**config.mk**
```make
export PLATFORM = sky130hd
export DESIGN_NAME = clock_time_ctrl_flat
export DESIGN_NICKNAME = d
export VERILOG_FILES = /design/src/rtl/clock_time_ctrl_if.sv /design/src/rtl/clock_time_ctrl.sv /design/src/flat_wrapper.sv
export SDC_FILE = /design/constraint.sdc
export NUM_CORES = 1
export LEC_CHECK = 0
export CAP_MARGIN = 40
export CORE_ASPECT_RATIO = 1.4
export CORE_MARGIN = 1.5
export CORE_UTILIZATION = 46
export CTS_CLUSTER_DIAMETER = 60
export CTS_CLUSTER_SIZE = 30
export DETAILED_ROUTE_END_ITERATION = 12
export PLACE_DENSITY = 0.66
export SLEW_MARGIN = 30
export SYNTH_ARGS = -nofsm -noshare
export SYNTH_HDL_FRONTEND = slang
export SYNTH_SLANG_ARGS = --single-unit
```
**constraint.sdc**
```tcl
create_clock -name clock -period 5.33 [get_ports clock]
set_input_delay 1.066 -clock clock [delete_from_list [all_inputs] [get_ports clock]]
set_output_delay 1.066 -clock clock [all_outputs]
set_load 0.03 [all_outputs]
```
**src/rtl/clock_time_ctrl_if.sv**
```systemverilog
// Button inputs and display/status outputs of the mm:ss clock controller.
// The controller connects through the slave modport; the stimulus side uses master.
interface clock_time_ctrl_if;
   logic       btn_mode;
   logic       btn_inc;
   logic [2:0] min10;
   logic [3:0] min;
   logic [2:0] sec10;
   logic [3:0] sec;
   logic [1:0] mode;
   logic       tick;
   logic       blank;

   modport master (
      output btn_mode, btn_inc,
      input  min10, min, sec10, sec, mode, tick, blank
   );

   modport slave (
      input  btn_mode, btn_inc,
      output min10, min, sec10, sec, mode, tick, blank
   );
endinterface

```
**src/rtl/clock_time_ctrl.sv**
```systemverilog
// BCD minutes:seconds clock with a run/set-minutes/set-seconds mode FSM, updated on the falling clock edge.
// Define CLOCK_TIME_CTRL_BLINK_EN to add the blink-phase register that drives blank while setting.
module clock_time_ctrl #(
   parameter int TICK_DIV = 50000000
) (
   input logic          clock,
   input logic          reset_n,
   clock_time_ctrl_if.slave bus
);

   localparam int CW = (TICK_DIV > 2) ? $clog2(TICK_DIV) : 1;
   localparam logic [CW-1:0] CNT_LAST = CW'(TICK_DIV - 1);

   localparam logic [1:0] RUN     = 2'b00;
   localparam logic [1:0] SET_MIN = 2'b01;
   localparam logic [1:0] SET_SEC = 2'b10;

   logic [CW-1:0] cnt;
   logic [1:0]    state;
   logic          prev_mode;
   logic          prev_inc;
   logic [2:0]    min10_q;
   logic [3:0]    min_q;
   logic [2:0]    sec10_q;
   logic [3:0]    sec_q;

   logic          tick;
   logic          mode_edge;
   logic          inc_edge;
   logic          sec_wrap;
   logic [6:0]    sec_next;
   logic [6:0]    min_next;

   // One BCD step 00..59; 59 and any out-of-range value fall back to 00.
   function automatic logic [6:0] bcd_step(input logic [2:0] tens, input logic [3:0] units);
      logic [6:0] r;
      if (tens > 3'd5 || units > 4'd9 || (tens == 3'd5 && units == 4'd9))
         r = 7'd0;
      else if (units == 4'd9)
         r = {tens + 3'd1, 4'd0};
      else
         r = {tens, units + 4'd1};
      return r;
   endfunction

   assign tick      = (cnt == CNT_LAST);
   assign mode_edge = bus.btn_mode & ~prev_mode;
   assign inc_edge  = bus.btn_inc & ~prev_inc & ~mode_edge;
   assign sec_next  = bcd_step(sec10_q, sec_q);
   assign min_next  = bcd_step(min10_q, min_q);
   assign sec_wrap  = (sec10_q == 3'd5) && (sec_q == 4'd9);

   // Prescaler also restarts when leaving SET_SEC so RUN resumes on a full second.
   always_ff @(negedge clock or negedge reset_n) begin
      if (!reset_n) begin
         cnt       <= '0;
         prev_mode <= 1'b1;
         prev_inc  <= 1'b1;
      end else begin
         prev_mode <= bus.btn_mode;
         prev_inc  <= bus.btn_inc;
         if (tick || (mode_edge && state == SET_SEC))
            cnt <= '0;
         else
            cnt <= cnt + CW'(1);
      end
   end

   always_ff @(negedge clock or negedge reset_n) begin
      if (!reset_n) begin
         state <= RUN;
      end else if (mode_edge) begin
         case (state)
            RUN:     state <= SET_MIN;
            SET_MIN: state <= SET_SEC;
            default: state <= RUN;
         endcase
      end
   end

   // Time fields; the step applied depends on the mode in force before any transition.
   always_ff @(negedge clock or negedge reset_n) begin
      if (!reset_n) begin
         min10_q <= '0;
         min_q   <= '0;
         sec10_q <= '0;
         sec_q   <= '0;
      end else begin
         case (state)
            RUN: begin
               if (tick) begin
                  {sec10_q, sec_q} <= sec_next;
                  if (sec_wrap)
                     {min10_q, min_q} <= min_next;
               end
            end
            SET_MIN: begin
               if (inc_edge)
                  {min10_q, min_q} <= min_next;
            end
            SET_SEC: begin
               if (inc_edge)
                  {sec10_q, sec_q} <= sec_next;
            end
            default: ;
         endcase
      end
   end

`ifdef CLOCK_TIME_CTRL_BLINK_EN
   logic phase;

   always_ff @(negedge clock or negedge reset_n) begin
      if (!reset_n)
         phase <= 1'b0;
      else if (mode_edge)
         phase <= 1'b0;
      else if (tick)
         phase <= ~phase;
   end

   assign bus.blank = (state != RUN) & phase;
`else
   assign bus.blank = 1'b0;
`endif

   assign bus.min10 = min10_q;
   assign bus.min   = min_q;
   assign bus.sec10 = sec10_q;
   assign bus.sec   = sec_q;
   assign bus.mode  = state;
   assign bus.tick  = tick;

endmodule

```
**src/flat_wrapper.sv**
```systemverilog
// flat-port wrapper written by rule: the top's interface ports become plain ports
module clock_time_ctrl_flat 
#(
   parameter int TICK_DIV = 50000000
)
  (clock, reset_n, bus_btn_mode, bus_btn_inc, bus_min10, bus_min, bus_sec10, bus_sec, bus_mode, bus_tick, bus_blank);
  clock_time_ctrl_if bus_i ();
  input logic clock;
  input logic reset_n;
  input wire logic [$bits(bus_i.btn_mode)-1:0] bus_btn_mode;
  input wire logic [$bits(bus_i.btn_inc)-1:0] bus_btn_inc;
  output wire logic [$bits(bus_i.min10)-1:0] bus_min10;
  output wire logic [$bits(bus_i.min)-1:0] bus_min;
  output wire logic [$bits(bus_i.sec10)-1:0] bus_sec10;
  output wire logic [$bits(bus_i.sec)-1:0] bus_sec;
  output wire logic [$bits(bus_i.mode)-1:0] bus_mode;
  output wire logic [$bits(bus_i.tick)-1:0] bus_tick;
  output wire logic [$bits(bus_i.blank)-1:0] bus_blank;
  assign bus_i.btn_mode = bus_btn_mode;
  assign bus_i.btn_inc = bus_btn_inc;
  assign bus_min10 = bus_i.min10;
  assign bus_min = bus_i.min;
  assign bus_sec10 = bus_i.sec10;
  assign bus_sec = bus_i.sec;
  assign bus_mode = bus_i.mode;
  assign bus_tick = bus_i.tick;
  assign bus_blank = bus_i.blank;
  clock_time_ctrl #(.TICK_DIV(TICK_DIV)) u_core (.clock(clock), .reset_n(reset_n), .bus(bus_i));
endmodule
```
* Word-level counts from Yosys, hierarchy flattened
Cells that the tools add are included.
** Word-level totals
- Bits in registers :: 44
- Input bits :: 4
- Output and inout port bits :: 18
- Word-level logic and storage cells :: 67
** Cells by class
- Add/sub/neg operators :: 5
- Magnitude comparators :: 4
- Eq/ne operators :: 11
- Mux-type cells :: 20
- Bitwise operators :: 6
- Reduce and logical (&&, ||, !) cells :: 13
** Operators by type and width (count)
- 7-bit 2-to-1 mux :: 4
- 26-bit by 1-bit adder with 26-bit output (second input constant) :: 1
- 26-bit equality test (second input constant) :: 1
- 26-bit 2-to-1 mux :: 1
- 4-bit 2-to-1 mux :: 5
- 4-bit one-hot mux with 2 select lines :: 2
- 3-bit 2-to-1 mux :: 5
- 3-bit one-hot mux with 2 select lines :: 2
- 4-bit by 1-bit adder with 4-bit output (second input constant) :: 2
- 4-bit equality test (second input constant) :: 2
- 4-bit > comparator (second input constant) :: 2
- 2-bit by 1-bit inequality test with 1-bit output (second input constant) :: 4
- 3-bit by 1-bit adder with 3-bit output (second input constant) :: 2
- 3-bit equality test (second input constant) :: 2
- 3-bit > comparator (second input constant) :: 2
- 1-bit logical OR :: 5
- 2-bit one-hot mux with 2 select lines :: 1
- 4-bit AND reduction :: 1
- 2-bit nonzero test :: 2
- 1-bit AND :: 3
- 1-bit logical AND :: 3
- 1-bit NOT :: 3
- 3-bit AND reduction :: 1
- 2-bit by 1-bit equality test with 1-bit output (second input constant) :: 1
- other kinds (2) :: 2

* Logic depth before layout (Yosys ltp)
Gate-level depths: netlist of run 1.
- Word-level depth :: 7
- Mapped depth :: 7
- Gate-level depth less buffers :: 7

==> results of run 1 <==
-- stage by stage --
stage | hold WS [ps] | util
floorplan | 374.7 | -
global placement | 395.8 | 0.5491
detailed placement | 400.1 | 0.5491
CTS | 484.8 | 0.5673
global route | 535.4 | 0.5706
finish | 477.5 | 0.5706
-- worst register-to-register path, delay by kind of cell, from the launching register on --
kind | cells | cell delay (ps)
adders and majority gates | 1 | 210
and+or+nand+nor | 1 | 170
DFF | 1 | 480
AOI/OAI and AO/OA | 3 | 890
buffers and inverters | 1 | 60
-- repair_timing --
item,in CTS,in global routing
gates cloned,0,0
endpoints found under the setup margin,1,3
gates resized for setup,1,4
buffers inserted,1,0
-- worst paths after layout --
kind,start,cells after the start,slack (ps),end
max,u_core.cnt[1],5,10,bus_tick
min,u_core.bus.min10[0],1,480,u_core.bus.min10[0]
max reg2reg,u_core.bus.sec10[1],6,3370,u_core.bus.sec10[1]
min reg2reg,u_core.bus.min10[0],1,480,u_core.bus.min10[0]
max in group asynchronous,reset_n,2,1490,u_core.prev_mode
min in group asynchronous,reset_n,2,3390,u_core.bus.sec[3]
-- layer usage --
layer / part of all wire / vias to the layer above / track usage / wire length (um)
met4: 0.014 / 0 / 0.06597 / 74
met1: 0.43 / 979 / 0.2255 / 2247
met5: 0 / - / 0 / 0
li1: - / 994 / - / -
met2: 0.53 / 32 / 0.3461 / 2813
met3: 0.027 / 6 / 0.03616 / 142
-- Yosys cell counts, types with 2 or more instances --
| cell type | number |
|---|---|
| a21o_1 | 2 |
| ha_1 | 5 |
| or2_2 | 3 |
| nor4_1 | 6 |
| o2bb2ai_1 | 6 |
| nand3_1 | 15 |
| and4_1 | 5 |
| o21ai_0 | 8 |
| nand4_1 | 7 |
| nor4_4 | 3 |
| nor2b_1 | 4 |
| nand2b_1 | 2 |
| o22ai_1 | 2 |
| dfstp_2 | 2 |
| or3_1 | 2 |
| buf_2 | 4 |
| a21oi_1 | 5 |
| inv_1 | 6 |
| xnor2_1 | 11 |
| nor2_1 | 37 |
| and3_1 | 5 |
| nand2_1 | 26 |
| mux2i_1 | 2 |
| nor3_1 | 5 |
| xor2_1 | 13 |
| a22o_1 | 2 |
| dfrtn_1 | 42 |
-- flip-flops by register name (all words and copies together) (netlist names) --
register,flops
u_core.cnt,26
u_core.bus.min,4
u_core.bus.sec,4
u_core.bus.min10,3
u_core.bus.sec10,3
u_core.bus.mode,2
u_core.prev_inc,1
u_core.prev_mode,1
-- layout make-up --
class | count | area share
inverter | 5 | 0.006281
tap | 66 | 0.02764
clock inverter | 5 | 0.006700
multi-input combinational | 202 | 0.4590
timing repair buffer | 35 | 0.1080
sequential | 44 | 0.3693
clock buffer | 5 | 0.02303
-- cells by family after synthesis --
family | Yosys count | synth area share
AOI/OAI and AO/OA | 38 | 0.1195
xor gates and xnor gates | 24 | 0.08366
adders and majority gates | 5 | 0.02490
buffers and inverters | 13 | 0.02340
DFF | 44 | 0.4392
muxes | 2 | 0.007968
other | 1 | 0.001493
and+or+nand+nor | 132 | 0.2998
-- power groups by stage --
stage | combinational (mW) | clock [mW] | sequential, mW
floorplan | 0.272 | 0.00352 | 0.664
global placement | 0.530 | 0.00352 | 0.603
detailed placement | 0.543 | 0.00352 | 0.605
CTS | 0.552 | 0.212 | 0.600
global route | 0.606 | 0.227 | 0.622
finish | 0.551 | 0.204 | 0.602
==> results.cfg, run 1 <==
[outcome]
status = complete, no violations

[logic_synthesis]
ys_ff_latch = 44
synth_edf_count = 0
synth_nets = 268
synth-main-ff-cell = dfrtn_1
ys_seq_area_frac = 0.4392
syn_inst = 259
yosysTopAreaCell = dfrtn_1
avgSynthCellArea_sq_um = 9.700
synth_top_area_frac = 0.4183
yosys-top-cells-area = dfrtn_1, nor2_1, xor2_1, nand2_1, xnor2_1
synth_cell_type_count = 56
postSynth.asyncResetShare = 1.000
synth_area_sq_mm = 0.002512
ys.warnings.count = 0

[setup_path]
crit_family = simple AND/OR/NAND/NOR gates
endpoint_kind = output pin
path_buf_inv = 1
cp.arrival_ps = 4250
crit_path_max_incr_delay_ps = 430
crit_required_ps = 4260
path_cells = ha_1 -> and4_4 -> nand3_2 -> nor4_2 -> buf_4
cp_slowest_cell = dfrtn_1
worstSetupStartpointType = flop
cp_max_fo = 3
crit_type = reg2out

[power_and_ir_drop]
p_int_mw = 0.8067
power.density_mw_per_mm2 = 454.0
power.switching_mw = 0.5496
clkPwrFrac = 0.150
peakVddDrop_mv = 0.2569
switching_share = 0.4052
p_comb_frac = 0.406
leakage_nw = 1.252
finalPower_mw = 1.356
seq_power_share = 0.444

[die]
core_area_sq_mm = 0.005236
row_count = 31
initial_core_util = 0.4798
die_w_um = 65.46
top_level_ports = 22
die_h_um = 90.45
design.die.area_sq_mm = 0.005921

[grt]
grt_pass1_wl_um = 9101
grt_max_degree = 45
grt_usage = 0.1933
grt_pass1_vias = 2042
grt-ovfl-total = 0
antenna_found_initial = 0

[placed_design]
gp_congestion = 0.8806
place_hpwl_um = 3775
place_ws_ps = 1.163
placed_cell_area_sq_mm = 0.002875
numPlacedInstances = 352
io_buffers = 20

[final_layout]
fin_area_sq_mm = 0.002988
syn2layout_area_growth_pct = 18.92
fin_nets = 304
n_fill_cell = 488
mostFrequentLayoutCells = dfrtn_1, nor2_1, nand2_1
antenna_cells = 0
final_common_cell = dfrtn_1
multiInputGateArea_sq_mm = 0.001371
stdcell_count = 362
seq_area_sq_mm = 0.001104
drive_gt1_frac = 0.1588

[timing]
max_slew_margin = 0.5814
tightest_slew_ps = 626.6
setup_viol = 0
rsz0062_at_grt = true
setup_tns_ps = 0
final_max_slew_viol_count = 0
hold_viol_final = 0
layout_setup_ws_ps = 13.80
clock-skew-final_ps = 56.20

[drt]
wl_per_cell_um = 14.58
antenna_left = 0
vias_per_cell = 5.555
drt_iter0_drc = 141
route.detailed.drc = 0
wl_um = 5278
dr.pass1.iters = 4
via_count = 2011

[clocking]
cts_buffer_depth = 2
cts_tree = yes
clkTransAtPathRegs_ps = 60
clock_sinks = 44
cts_buffers = 5
clock_latency_ps = 350
hold_buffers = 0
cts_root_buf = clkbuf_8
htree_levels = 2

[hold_path]
hold_path_class = reg2reg

[run]
cap_violations = 0
No activity file was read; power rests on OpenSTA's default activity.
==> run 2: changes to the inputs <==
--- a/config.mk
+++ b/config.mk
@@ -8,11 +8,12 @@
 export CAP_MARGIN = 40
 export CORE_ASPECT_RATIO = 1.4
 export CORE_MARGIN = 1.5
-export CORE_UTILIZATION = 46
+export CORE_UTILIZATION = 62
 export CTS_CLUSTER_DIAMETER = 60
 export CTS_CLUSTER_SIZE = 30
 export DETAILED_ROUTE_END_ITERATION = 12
-export PLACE_DENSITY = 0.66
+export PLACE_DENSITY = 0.85
+export RECOVER_POWER = 50
 export SLEW_MARGIN = 30
 export SYNTH_ARGS = -nofsm -noshare
 export SYNTH_HDL_FRONTEND = slang
==> results.cfg, run 2 (same netlist as run 1, synthesis figures left out) <==
[outcome]
status = finished, violations left
violations = negative setup slack

[die]
top_level_ports = 22
row_count = 27
core_area_sq_mm = 0.003919
die_w_um = 56.80
initial_core_util = 0.6411
die_h_um = 78.32
design.die.area_sq_mm = 0.004449

[grt]
grt_pass1_wl_um = 8949
grt_usage = 0.2567
grt_pass1_vias = 2018
grt-ovfl-total = 0
grt_max_degree = 35
antenna_found_initial = 0

[timing]
final_max_slew_viol_count = 0
whs_ps = 482.0
clock-skew-final_ps = 51.11
tightest_slew_ps = 1077
layout_setup_ws_ps = -39.79
hold_viol_final = 0
rsz0062_at_grt = true
max_slew_margin = 0.2817
setup_viol = 1

[drt]
via_count = 2136
wl_um = 5527
dr.pass1.iters = 4
vias_per_cell = 6.209
antenna_left = 0
drt_iter0_drc = 136
wl_per_cell_um = 16.07
route.detailed.drc = 0

[power_and_ir_drop]
leakage_nw = 1.277
peakVddDrop_mv = 0.4149
power.density_mw_per_mm2 = 466.0

[clocking]
cts_buffers = 5
cts_root_buf = clkbuf_8
cts_tree = yes
clock_latency_ps = 350
cts_buffer_depth = 2
htree_levels = 2
clkTransAtPathRegs_ps = 50
clock_sinks = 44

[placed_design]
io_buffers = 20
gp_congestion = 0.8778
place_hpwl_um = 3761
numPlacedInstances = 329

[final_layout]
antenna_cells = 0
mostFrequentLayoutCells = dfrtn_1, nor2_1, nand2_1
largest_register_ffs = 26
fin_nets = 309
largest_register = u_core.cnt
stdcell_count = 344
final_core_util = 0.7621
final_common_cell = dfrtn_1
drive_gt1_frac = 0.1595
syn2layout_area_growth_pct = 18.87

[setup_path]
path_buf_inv = 1
crit_path_max_incr_delay_ps = 430
crit_type = reg2out
crit_family = simple AND/OR/NAND/NOR gates
worstSetupStartpointType = flop
cp_max_fo = 2
crit_required_ps = 4260
cp.arrival_ps = 4300
endpoint_kind = output pin
cp_slowest_cell = dfrtn_1
path_cells = ha_2 -> and4_4 -> nand3_4 -> nor4_4 -> buf_4

[hold_path]
hold_path_class = reg2reg

[run]
cap_violations = 0
==> run 2: cell types whose count changed in the layout (fill, tap and decap cells not counted), sizes merged <==
cell,before,now
dlygate4sd3,0,2
clkinv,2,0
clkbuf,5,14
clkdlybuf4s50,16,13
buf,17,16
dlygate4sd2,0,1
clkinvlp,1,0
==> run 2: worst paths after layout <==
kind	slack, ps	end	from	depth (start not counted)
worst max-delay path	-40	bus_tick	u_core.cnt[1]	5
worst min-delay path	480	u_core.cnt[15]	u_core.cnt[15]	2
worst max register to register	3020	u_core.cnt[9]	u_core.cnt[1]	9
worst min register to register	480	u_core.cnt[15]	u_core.cnt[15]	2
max in group asynchronous	500	u_core.cnt[19]	reset_n	2
min in group asynchronous	3360	u_core.bus.sec[3]	reset_n	1
==> run 2: report_power, final <==
part	total, mW	switching [mW]	internal [mW]
clock	0.224	0.116	0.108
sequential	0.609	0.155	0.454
combinational	0.559	0.297	0.262
total	1.39	0.568	0.824
==> run 2: worst min-delay path: stages, from the launching register on <==
cell and delay [ps]:
dfrtn_1 360, xnor2_1 130, nor2_1 80
==> run 2: area by class of cell <==
| type | count | area (sq um) |
|---|---|---|
| flip-flops and latches | 44 | 1104 |
| fillers | 281 | 932.1 |
| repair buffers | 40 | 327.8 |
| inverters | 5 | 18.77 |
| well taps | 43 | 53.80 |
| clock buffers | 8 | 90.09 |
| multi-input cells | 202 | 1385 |
| clock inverters | 2 | 7.507 |
==> run 2: metrics by stage <==
stage / worst slack [ps] / TNS [ps] / total power, mW / area [sq um]
2_1_floorplan: 37.24 / 0 / 0.9398 / 2519
3_3_place_gp: 47.12 / 0 / 1.123 / 2846
3_5_place_dp: -19.67 / -44.77 / 1.146 / 2846
4_1_cts: -25.64 / -25.64 / 1.379 / 2955
5_1_grt: -114.1 / -114.1 / 1.474 / 2987
6_report: -39.79 / -39.79 / 1.392 / 2987
==> run 2: what timing repair did <==
| item | 4_1_cts | 5_1_grt |
|---|---|---|
| gates resized for setup | 3 | 6 |
| hold buffers | 0 | 0 |
| buffers inserted | 1 | 4 |
| endpoints found under the setup margin | 2 | 3 |
| pin swaps | 0 | 1 |
| gates cloned | 0 | 0 |
==> run 2: per-layer routing <==
metal	wire, um	share of wire	track usage	vias to the layer above
met5	0	0	0	-
met4	85	0.015	0.1186	0
met3	211	0.038	0.03789	8
met2	3010	0.54	0.4477	69
met1	2221	0.40	0.3086	1049
li1	-	-	-	1010
